==> config.mk <==
export PLATFORM = sky130hd
export DESIGN_NAME = cam_sccb_config
export DESIGN_NICKNAME = d
export VERILOG_FILES = /design/src/rtl/cam_sccb_config.sv
export SDC_FILE = /design/constraint.sdc
export NUM_CORES = 1
export LEC_CHECK = 0
export CORE_UTILIZATION = 30
export DETAILED_ROUTE_END_ITERATION = 12
export GPL_TIMING_DRIVEN = 0
export SYNTH_ARGS = -nofsm -noshare
export SYNTH_HDL_FRONTEND = slang
export SYNTH_SLANG_ARGS = --single-unit
==> constraint.sdc <==
create_clock -name clk -period 10.8 [get_ports clk]
set_clock_uncertainty 0.15 [all_clocks]
set_input_delay 1.08 -clock clk [delete_from_list [all_inputs] [get_ports clk]]
set_output_delay 1.08 -clock clk [all_outputs]
set_load 0.005 [all_outputs]
==> src/rtl/cam_sccb_config.sv <==
// SCCB (OV7670) register loader: walks an external table of {addr,data} entries,
// writing each as a 3-phase SCCB transfer, with delay entries (0xFE) and an end marker (0xFF).
module cam_sccb_config #(
   parameter int         CLK_DIV    = 250,
   parameter logic [7:0] DEVICE_ID  = 8'h42,
   parameter int         DELAY_UNIT = 100000
) (
   input  logic        clk,
   input  logic        rst,
   input  logic        start,
   output logic [7:0]  tbl_index,
   input  logic [15:0] tbl_entry,
   output logic        sioc,
   output logic        siod_oe,
   input  logic        siod_in,
   output logic        busy,
   output logic        done,
   output logic        nack_err
);

   localparam int QW = (CLK_DIV > 1) ? $clog2(CLK_DIV) : 1;
   localparam int DW = $clog2(255 * DELAY_UNIT + 1);
   localparam logic [QW-1:0] CNT_LAST = QW'(CLK_DIV - 1);

   typedef enum logic [2:0] {IDLE, FETCH, START, BITS, STOP, GAP, DELAY, DONE} state_t;

   state_t          state_reg;
   logic [QW-1:0]   cnt_reg;
   logic [1:0]      qtr_reg;
   logic [4:0]      bit_reg;
   logic [DW-1:0]   dly_cnt_reg;
   logic [DW-1:0]   dly_last_reg;
   logic [26:0]     shift_reg;
   logic            q_end;
   logic            ack_slot;

   assign q_end    = (cnt_reg == CNT_LAST);
   assign ack_slot = (bit_reg == 5'd8) || (bit_reg == 5'd17) || (bit_reg == 5'd26);

   always_ff @(posedge clk) begin
      if (rst) begin
         state_reg    <= IDLE;
         sioc         <= 1'b1;
         siod_oe      <= 1'b0;
         busy         <= 1'b0;
         done         <= 1'b0;
         nack_err     <= 1'b0;
         tbl_index    <= 8'd0;
         cnt_reg      <= '0;
         qtr_reg      <= 2'd0;
         bit_reg      <= 5'd0;
         dly_cnt_reg  <= '0;
         dly_last_reg <= '0;
         shift_reg    <= '0;
      end else begin
         // Quarter timer runs only in bus-timed states and restarts on every quarter
         if ((state_reg inside {START, BITS, STOP, GAP}) && !q_end)
            cnt_reg <= cnt_reg + QW'(1);
         else
            cnt_reg <= '0;

         case (state_reg)
            IDLE, DONE: begin
               if (start) begin
                  state_reg <= FETCH;
                  tbl_index <= 8'd0;
                  done      <= 1'b0;
                  nack_err  <= 1'b0;
                  busy      <= 1'b1;
               end
            end
            FETCH: begin
               qtr_reg     <= 2'd0;
               bit_reg     <= 5'd0;
               dly_cnt_reg <= '0;
               if (tbl_entry[15:8] == 8'hFF) begin
                  state_reg <= DONE;
                  busy      <= 1'b0;
                  done      <= 1'b1;
               end else if (tbl_entry[15:8] == 8'hFE) begin
                  // A zero-length delay costs nothing: move straight to the next entry
                  if (tbl_entry[7:0] == 8'd0) begin
                     tbl_index <= tbl_index + 8'd1;
                  end else begin
                     state_reg    <= DELAY;
                     dly_last_reg <= DW'(tbl_entry[7:0]) * DW'(DELAY_UNIT) - DW'(1);
                  end
               end else begin
                  state_reg <= START;
                  shift_reg <= {DEVICE_ID, 1'b1, tbl_entry[15:8], 1'b1, tbl_entry[7:0], 1'b1};
                  sioc      <= 1'b1;
                  siod_oe   <= 1'b1;
               end
            end
            DELAY: begin
               if (dly_cnt_reg == dly_last_reg) begin
                  state_reg   <= FETCH;
                  dly_cnt_reg <= '0;
                  tbl_index   <= tbl_index + 8'd1;
               end else begin
                  dly_cnt_reg <= dly_cnt_reg + DW'(1);
               end
            end
            START: begin
               if (q_end) begin
                  sioc <= 1'b0;
                  if (qtr_reg == 2'd0) begin
                     qtr_reg <= 2'd1;
                  end else begin
                     state_reg <= BITS;
                     qtr_reg   <= 2'd0;
                     siod_oe   <= ~shift_reg[26];
                  end
               end
            end
            BITS: begin
               if (q_end) begin
                  case (qtr_reg)
                     2'd0: qtr_reg <= 2'd1;
                     2'd1: begin
                        qtr_reg <= 2'd2;
                        sioc    <= 1'b1;
                     end
                     2'd2: begin
                        qtr_reg <= 2'd3;
                        if (ack_slot && siod_in)
                           nack_err <= 1'b1;
                     end
                     default: begin
                        qtr_reg <= 2'd0;
                        sioc    <= 1'b0;
                        if (bit_reg == 5'd26) begin
                           state_reg <= STOP;
                           siod_oe   <= 1'b1;
                        end else begin
                           bit_reg   <= bit_reg + 5'd1;
                           shift_reg <= {shift_reg[25:0], 1'b0};
                           siod_oe   <= ~shift_reg[25];
                        end
                     end
                  endcase
               end
            end
            STOP: begin
               if (q_end) begin
                  case (qtr_reg)
                     2'd0: begin
                        qtr_reg <= 2'd1;
                        sioc    <= 1'b1;
                     end
                     2'd1: begin
                        qtr_reg <= 2'd2;
                        siod_oe <= 1'b0;
                     end
                     default: begin
                        qtr_reg   <= 2'd0;
                        state_reg <= GAP;
                     end
                  endcase
               end
            end
            GAP: begin
               if (q_end) begin
                  if (qtr_reg == 2'd3) begin
                     qtr_reg   <= 2'd0;
                     state_reg <= FETCH;
                     tbl_index <= tbl_index + 8'd1;
                  end else begin
                     qtr_reg <= qtr_reg + 2'd1;
                  end
               end
            end
            default: state_reg <= IDLE;
         endcase
      end
   end

endmodule

==> results of run 1 <==
==> cell usage in the layout, fill, tap and decap left out, types with 6 or more instances in the layout <==
cell type / count
a21oi_1: 45
a31oi_1: 8
fa_1: 12
and3_1: 10
ha_1: 70
xor2_1: 36
clkbuf_16: 9
dfxtp_1: 104
nor4_1: 7
nand3_1: 22
nand2b_1: 7
o211ai_1: 7
nand4_1: 21
inv_1: 24
nor3_1: 16
o21ai_0: 31
clkbuf_1: 32
or3_1: 6
nor2_1: 110
a211oi_1: 21
nand2_1: 84
and2_1: 6
clkdlybuf4s50_1: 31
xnor2_1: 31
a311oi_1: 20
o31ai_1: 6
==> critical path: stages <==
cell             delay (ns)
clkdlybuf4s50_1        0.66
inv_1                  0.12
ha_1                   0.33
ha_1                   0.35
fa_1                   0.46
fa_1                   0.46
ha_1                   0.36
and4_4                 0.21
a221oi_2               0.30
o21ai_1                0.12
xor2_1                 0.18
or4_4                  0.58
or4_4                  0.57
or4_1                  0.41
a311oi_1               0.25
==> cell families after synthesis <==
logic type,Yosys count,share of synthesized area
buffers and inverters,57,0.0328
AOI/OAI and AO/OA,176,0.175
muxes,3,0.00463
xor gates and xnor gates,68,0.0893
DFF,104,0.308
adders and majority gates,82,0.165
and+or+nand+nor,320,0.225
==> stage by stage <==
| stage | utilization | instances | hold slack, ns | area [sq um] | setup slack [ns] |
|---|---|---|---|---|---|
| after floorplan | - | 810 | 0.282 | 6750 | 5.09 |
| after global placement | 0.338 | 1121 | 0.291 | 7410 | 4.12 |
| after detailed placement | 0.338 | 1121 | 0.295 | 7410 | 4.09 |
| after CTS | 0.351 | 1137 | 0.307 | 7710 | 4.46 |
| after global routing | 0.351 | 1137 | 0.331 | 7710 | 4.18 |
| final | 0.351 | 1138 | 0.304 | 7710 | 4.49 |
==> layer usage <==
layer	track usage	vias up
li1	-	2988
met1	0.197	2739
met2	0.233	97
met3	0.0203	19
met4	0.0544	0
met5	0	-
==> how the worst max path moves through the flow <==
stage	cells past startpoint	slack, ns	startpoint	to
after floorplan	15	5.09	tbl_entry[2]	dly_last_reg[23]$_SDFFE_PP0P_
after global placement	16	4.12	tbl_entry[2]	dly_last_reg[23]$_SDFFE_PP0P_
after detailed placement	16	4.09	tbl_entry[2]	dly_last_reg[23]$_SDFFE_PP0P_
after CTS	16	4.46	tbl_entry[2]	dly_last_reg[23]$_SDFFE_PP0P_
after global routing	16	4.18	tbl_entry[2]	dly_last_reg[23]$_SDFFE_PP0P_
final	15	4.49	tbl_entry[6]	dly_last_reg[23]$_SDFFE_PP0P_
==> power breakdown <==
part,switching [mW],internal [mW],leakage [nW]
Combinational,0.341,0.210,1.87
Clock,0.149,0.187,0.143
Sequential,0.0265,0.424,0.842
Total,0.516,0.820,2.85
==> layout make-up <==
| class | instances | area (sq um) | share of cell area |
|---|---|---|---|
| Antenna cell | 1 | 2.50 | 0.000324 |
| Buffer | 32 | 128 | 0.0165 |
| Clock buffer | 12 | 246 | 0.0320 |
| Clock inverter | 4 | 51.3 | 0.00665 |
| Inverter | 25 | 93.8 | 0.0122 |
| Multi-Input combinational cell | 649 | 4450 | 0.577 |
| Sequential cell | 104 | 2080 | 0.270 |
| Tap cell | 280 | 350 | 0.0454 |
| Timing Repair Buffer | 31 | 310 | 0.0402 |
==> results.md, run 1 <==
* Max-slew violations at 0
* Power per cell area at 173 nW/um^2
* Hold path endpoint: shift_reg[21]$_SDFFE_PP0P_
* Core ar. at between 20000 and 25000 sq um
* Die H at 152 um
* Number of placed I/O pins at 33
* Remaining antenna violation count after routing at 0
* GP Congestion at approximately 0.83
* Slew @ Worst Pin at just over 0.9 ns
* Final setup violation count at 0
* HPWL after DPL at approximately 12 mm
* Crit path required time at 10.92 ns
* Worst hold start: shift_reg[21]$_SDFFE_PP0P_
* Post-DR wirelength/cell at 14.0 um
* Highest metal used: met4
* CTS tree: done
* Met1 wire length at a little over 8 mm
* Asr flop ratio synth at 0
* Worst-path maximum fanout at 6
* Drt total wl at around 16 mm
* DR pass1 iterations at 9
* Longest Clk Path Bufs at 2
* Hold Buf Count CTS at 0
* Initial Utilization at 0.308
* Status: finished, violations left
* Fraction of layout cells with a size suffix above 1 at 0.0385
* HP Class: flip-flop to flip-flop
* Share of the synthesized area in the top cell type at 0.308
* Most instantiated cells after synthesis: nor2_1, dfxtp_1, nand2_1
* Number of flops mapped to enable cells by yosys at 0
* Net count, final at roughly 950
* LEAKAGE at 2.85 nW
* Synthesized instance count at 810
* Root Buffer Master: clkbuf_16
* PnR Total Power at roughly 1.3 mW
* Initial antenna violation count at 0
* Clk_lat worst skew at ~0.36 ns
* CTS resizes at 0
* TritonCTS Buffers at 9
* Crit Reg-Reg Endpoint: shift_reg[12]$_SDFFE_PP0P_
* Worst setup SP type: primary input
* Flop2flop setup slack at between 7 and 8 ns
* R2R depth at 9
* Worst r2r src: cnt_reg[3]$_SDFF_PP0_
* Distinct cells, synth at 65
* Hold Fails Final Rpt at 0
* Routed met2 length at 7.12 mm
* Avg Cell Area, Syn at roughly 8.3 sq um
* Register area share after synthesis at 0.308
* Chip width at about 150 um
* Post-Route Setup TNS at 0 ns
* Fillers at 2300
* Final Critical Period at roughly 6.3 ns
* Vias at 5843
* Peak VDD IR at about 0.000073 V
* Worst EP arrival at between 6 and 7 ns
* Die area at about 23000 sq um
* Setup CP Type: primary input to flip-flop
* Initial DRC count at 310
* Largest net degree at the start of global routing at 17
* Hold depth at 2
* H-tree depth at 3
* Fmax at between 0.15 and 0.2 GHz
* Ys Warns at 0
* Crit path capture type: flip-flop
* Via density at 5.13
* Syn Std Cell Area at approximately 6800 sq um
* Most frequent cell after synthesis: nor2_1
* Failing checks: design-rule violations
* Post-synthesis register bit count at between 100 and 150
* GRT overflow at 0
* Vias in the first global route at around 5600
* FP Rows at 54
* Tcrit/Tclk final at 0.584
* WL met3 at around 450 um
* Setup repair bufs after CTS at 0
* Area leader, netlist: dfxtp_1
* Max FFs per register at 27
* # clock sinks at around 100
* Tot GR Track Use at 0.145
* Clock transition at the registers of the reported paths at 0.07 ns
* Syn nets at roughly 910
* Area grow syn2layout at 14.2%
* First-pass GRT wire length at 27.6 mm
* Drc violations at 12
* Port buffer count at 31
* RSZ-0062 raised after global routing: no
* Max-slew headroom at 0.375
* Max-Cap Viols at 0
* Top_reg_cell synth: dfxtp_1
* Main area contributors after synthesis: dfxtp_1, ha_1, nor2_1
Note: power is estimated with default switching activity, not from simulation.
==> run 2: changes to the inputs <==
clock period = 5.95 ns   (was 10.8 ns; I/O delays follow)
==> results.md, run 2 (same netlist as run 1, synthesis figures left out) <==
* Die H at about 150 um
* # clock sinks at ~100
* DR pass1 iterations at 9
* Worst setup SP type: primary input
* Setup repair bufs after CTS at 0
* Longest Clk Path Bufs at 2
* Crit Reg-Reg Endpoint: shift_reg[12]$_SDFFE_PP0P_
* CTS tree: done
* Final Critical Period at approximately 5.7 ns
* Port buffer count at 31
* Die area at between 20000 and 25000 sq um
* Failing checks: design-rule violations
* Post-DR wirelength/cell at between 10 and 15 um
* FP Rows at 54
* H-tree depth at 3
* Most common cell after layout, fill and taps aside: nor2_1
* Number of placed I/O pins at 33
* Tot GR Track Use at 0.145
* Comb power frac at 0.412
* Hold Buf Count CTS at 0
* Area grow syn2layout at 14.3%
* Fraction of layout cells with a size suffix above 1 at 0.0385
* PnR Total Power at 2.43 mW
* Clock transition at the registers of the reported paths at 0.07 ns
* Fillers at ~2300
* Clk_lat worst skew at ~0.36 ns
* Hold depth at 2
* Hold Fails Final Rpt at 0
* Max FFs per register at 27
* Clock power frac at 0.251
* Fin area at 7720 sq um
* Worst r2r src: cnt_reg[3]$_SDFF_PP0_
* Drt total wl at between 15 and 20 mm
* Net count, final at roughly 950
* P_sw at between 0.9 and 1 mW
* Via density at 5.15
* Setup CP Type: primary input to flip-flop
* RSZ-0062 raised after global routing: no
* HP Class: flip-flop to flip-flop
* Min Hold Slack at 0.304 ns
* GRT overflow at 0
* Peak VDD IR at between 0.0001 and 0.00015 V
* Max-slew headroom at 0.358
* CTS resizes at 0
* Max-Cap Viols at 0
* Tcrit/Tclk final at 0.951
* Switching fraction of total power at 0.386
* Hold path endpoint: shift_reg[21]$_SDFFE_PP0P_
* Int Pwr at 1.49 mW
* Chip width at 152 um
* Final setup violation count at 0
* Worst hold start: shift_reg[21]$_SDFFE_PP0P_
* Status: finished, violations left
* Largest net degree at the start of global routing at 17
* LEAKAGE at 2.88 nW
* Flop2flop setup slack at 2.38 ns
* DP Area at 7410 sq um
* Vias at about 5900
* Remaining antenna violation count after routing at 0
* Post-Route Setup TNS at 0 ns
* First-pass GRT wire length at about 28 mm
* Initial antenna violation count at 0
* Crit path required time at 6.07 ns
* Most frequent cells in the layout: nor2_1, dfxtp_1, nand2_1
* Initial Utilization at 0.308
* HPWL after DPL at 12.2 mm
* Fmax at around 0.18 GHz
* Power per cell area at 314 nW/um^2
* Core ar. at about 22000 sq um
* Reg power frac at 0.337
* Slew @ Worst Pin at roughly 0.96 ns
* GP Congestion at approximately 0.83
* Max-slew violations at 0
* Root Buffer Master: clkbuf_16
* Initial DRC count at ~320
* TritonCTS Buffers at 9
* Worst-path maximum fanout at 5
* Worst EP arrival at 5.78 ns
* Crit path capture type: flip-flop
* R2R depth at 9
* Drc violations at 12
* Vias in the first global route at 5557
[run 2: changes by cell type in the layout (fill, tap and decap cells not counted)]
cell / change
clkdlybuf4s50_1: -3
dlymetal6s2s_1: +3
[run 2: per-stage QoR]
stage / std cells / utilization / setup slack, ns
finish: 1138 / 0.352 / 0.292
global route: 1137 / 0.352 / 0.0228
CTS: 1137 / 0.351 / 0.0945
detailed placement: 1121 / 0.338 / -0.277
global placement: 1121 / 0.338 / -0.250
floorplan: 810 / - / 0.724
[run 2: worst max-delay path by stage]
stage          cells past startpoint  slack (ns)         start                             to
3_3_place_gp                      16       -0.25  tbl_entry[2]  dly_last_reg[23]$_SDFFE_PP0P_
5_1_grt                           14        0.02  tbl_entry[3]  dly_last_reg[23]$_SDFFE_PP0P_
2_1_floorplan                     15        0.72  tbl_entry[2]  dly_last_reg[23]$_SDFFE_PP0P_
6_report                          15        0.29  tbl_entry[7]  dly_last_reg[23]$_SDFFE_PP0P_
4_1_cts                           16        0.09  tbl_entry[2]  dly_last_reg[23]$_SDFFE_PP0P_
3_5_place_dp                      16       -0.28  tbl_entry[2]  dly_last_reg[23]$_SDFFE_PP0P_
[run 2: critical path, cell delays in order]
cell,delay (ns)
clkdlybuf4s50_1,0.58
inv_1,0.07
ha_1,0.29
ha_1,0.35
fa_1,0.46
fa_1,0.46
ha_1,0.36
and4_4,0.21
a221oi_2,0.30
o21ai_1,0.12
xor2_1,0.18
or4_4,0.58
or4_4,0.57
or4_1,0.41
a311oi_1,0.25
[run 2: layout make-up]
type | instances | area [sq um] | share of cell area
antenna | 1 | 2.50 | 0.000324
buffer | 32 | 128 | 0.0165
clock buffer | 12 | 246 | 0.0319
clock inverter | 4 | 51.3 | 0.00664
inverter | 25 | 93.8 | 0.0122
multi-input combinational | 649 | 4450 | 0.576
sequential | 104 | 2080 | 0.270
tap | 280 | 350 | 0.0454
timing repair buffer | 31 | 318 | 0.0412
[run 2: power groups by stage]
| stage | clock, mW | sequential [mW] | combinational [mW] |
|---|---|---|---|
| after detailed placement | 0 | 0.833 | 0.995 |
| after global placement | 0 | 0.831 | 0.985 |
| after floorplan | 0 | 0.820 | 0.753 |
| after global routing | 0.656 | 0.829 | 1.13 |
| after CTS | 0.626 | 0.817 | 1.00 |
| final | 0.609 | 0.818 | 0.999 |
[run 2: layer usage]
metal / GRT usage / wire length, um / vias to the layer above
li1: - / - / 2989
met1: 0.197 / 8100 / 2746
met2: 0.233 / 7070 / 107
met3: 0.0203 / 475 / 21
met4: 0.0544 / 292 / 0
met5: 0 / 0 / -
==> run 3: changes to the inputs <==
SKIP_LAST_GASP = 1   (was unset)
clock period = 5.29 ns   (was 5.95 ns; I/O delays follow)
==> results.md, run 3 (same netlist as run 1, synthesis figures left out) <==
* Vias in the first global route at about 5600
* Port buffer count at 31
* Worst setup SP type: primary input
* TritonCTS Buffers at 9
* Clock transition at the registers of the reported paths at 0.07 ns
* Final setup violation count at 0
* DR pass1 iterations at 9
* First-pass GRT wire length at between 20 and 30 mm
* Crit Reg-Reg Endpoint: shift_reg[10]$_SDFFE_PP0P_
* Clk_lat worst skew at between 0.3 and 0.4 ns
* LEAKAGE at 2.86 nW
* CTS tree: done
* Longest Clk Path Bufs at 2
* Worst path max stage delay at about 0.6 ns
* Initial DRC count at between 300 and 400
* Sequential cell area at approximately 2100 sq um
* Tcrit/Tclk final at 0.967
* Die H at between 150 and 200 um
* Crit path capture type: flip-flop
* Most common cell on crit path: or4_4
* FP Rows at 54
* Buf/Inv on CP at 2
* Fillers at about 2300
* Remaining antenna violation count after routing at 0
* HPWL after DPL at around 12 mm
* Hold Fails Final Rpt at 0
* Power per cell area at roughly 360 nW/um^2
* Failing checks: design-rule violations
* Area grow syn2layout at 15.7%
* Critical Path, Cell by Cell: clkbuf_4 -> inv_1 -> ha_1 -> ha_1 -> fa_1 -> fa_1 -> ha_4 -> and4_4 -> a221oi_4 -> o21ai_1 -> xor2_1 -> or4_4 -> or4_4 -> or4_4 -> a311oi_2
* GP Congestion at roughly 0.83
* Peak VDD IR at 0.000150 V
* Worst EP arrival at roughly 5.2 ns
* Worst hold start: shift_reg[21]$_SDFFE_PP0P_
* Post-Route Setup TNS at 0 ns
* Max FFs per register at 27
* Fmax at 0.196 GHz
* Status: finished, violations left
* Slew @ Worst Pin at around 0.97 ns
* Largest net degree at the start of global routing at 17
* Initial Utilization at 0.308
* Slowest cell on the critical path: fa_1
* Number of placed I/O pins at 33
* Setup CP Type: primary input to flip-flop
* Flop2flop setup slack at around 1.7 ns
* Die area at approximately 23000 sq um
* GRT overflow at 0
* PnR Total Power at ~2.8 mW
* Fraction of layout cells with a size suffix above 1 at 0.0629
* Most frequent cells in the layout: nor2_1, dfxtp_1, nand2_1
* Highest metal used: met4
* Via density at 5.15
* Post-DR wirelength/cell at ~14 um
* Hold path endpoint: shift_reg[21]$_SDFFE_PP0P_
* Drc violations at 12
* Max-Cap Viols at 0
* Delay-heaviest family, CP: adder cells
* Initial antenna violation count at 0
* Final Critical Period at 5.11 ns
* Routed met2 length at 7.22 mm
* Tot GR Track Use at 0.145
* Vias at 5863
* Root Buffer Master: clkbuf_16
* # clock sinks at 104
* Chip width at ~150 um
* Multi-input logic area at between 4000 and 5000 sq um
* Hold Buf Count CTS at 0
* Hold depth at 2
* Crit path required time at between 5 and 6 ns
* Core ar. at around 22000 sq um
* Worst-path maximum fanout at 6
* Met1 wire length at 8.13 mm
* Max-slew violations at 0
* Drt total wl at between 15 and 20 mm
* Max-slew headroom at 0.349
* Net count, final at around 960
* H-tree depth at 3
* R2R depth at 9
* WL met3 at around 460 um
* HP Class: flip-flop to flip-flop
* Worst r2r src: cnt_reg[3]$_SDFF_PP0_
* Most common cell after layout, fill and taps aside: nor2_1
## run 3: cell count changes in the layout (fill, tap and decap cells not counted), sizes merged
cell           delta
dlymetal6s2s      -3
clkbuf            +4
clkdlybuf4s15     +2
clkdlybuf4s50     -5
buf               +3
## run 3: through the flow
step	hold slack [ns]	setup WS, ns	instance area [sq um]	instances	utilization
after floorplan	0.282	0.130	6750	810	-
after global placement	0.291	-0.844	7410	1121	0.338
after detailed placement	0.295	-0.871	7410	1121	0.338
after CTS	0.307	0.00198	7720	1137	0.352
after global routing	0.331	-0.0337	7810	1138	0.356
final	0.304	0.176	7810	1139	0.356
## run 3: worst max path at each step
stage                      start                            end  slack, ns  depth (start not counted)
floorplan           tbl_entry[2]  dly_last_reg[23]$_SDFFE_PP0P_       0.13                         15
global placement    tbl_entry[2]  dly_last_reg[23]$_SDFFE_PP0P_      -0.84                         16
detailed placement  tbl_entry[2]  dly_last_reg[23]$_SDFFE_PP0P_      -0.87                         16
CTS                 tbl_entry[0]  dly_last_reg[23]$_SDFFE_PP0P_      0.002                         14
global route        tbl_entry[6]  dly_last_reg[23]$_SDFFE_PP0P_      -0.03                         15
finish              tbl_entry[6]  dly_last_reg[23]$_SDFFE_PP0P_       0.18                         15
## run 3: worst reg2reg max path, stage by stage (launching register included)
cell	delay, ns
dfxtp_1	0.40
nand4_1	0.16
nor3_1	0.82
nand3b_1	0.14
a21oi_1	0.53
and2_1	0.21
clkbuf_1	0.32
clkbuf_1	0.41
nor2_1	0.07
a311oi_1	0.30
## run 3: layout make-up
type,count,share of cell area
Multi-Input combinational cell,649,0.584
Buffer,32,0.0163
Clock inverter,4,0.00657
Antenna cell,1,0.000320
Timing Repair Buffer,32,0.0378
Clock buffer,12,0.0316
Inverter,25,0.0120
Sequential cell,104,0.267
Tap cell,280,0.0449
## run 3: timing repair
action,CTS,global route
pin swaps,0,4
setup endpoints to repair,5,1
buffers inserted,0,1
resized for setup,27,20
endpoints found under the hold margin,0,0
## run 3: metal layers
metal  GRT usage  up-vias
met5           0        -
met1       0.198     2761
met2       0.233       98
li1            -     2987
met3      0.0203       17
met4      0.0544        0
## run 3: power by group
group | internal, mW | switching, mW
clock network | 0.382 | 0.304
logic | 0.456 | 0.716
registers | 0.865 | 0.0538
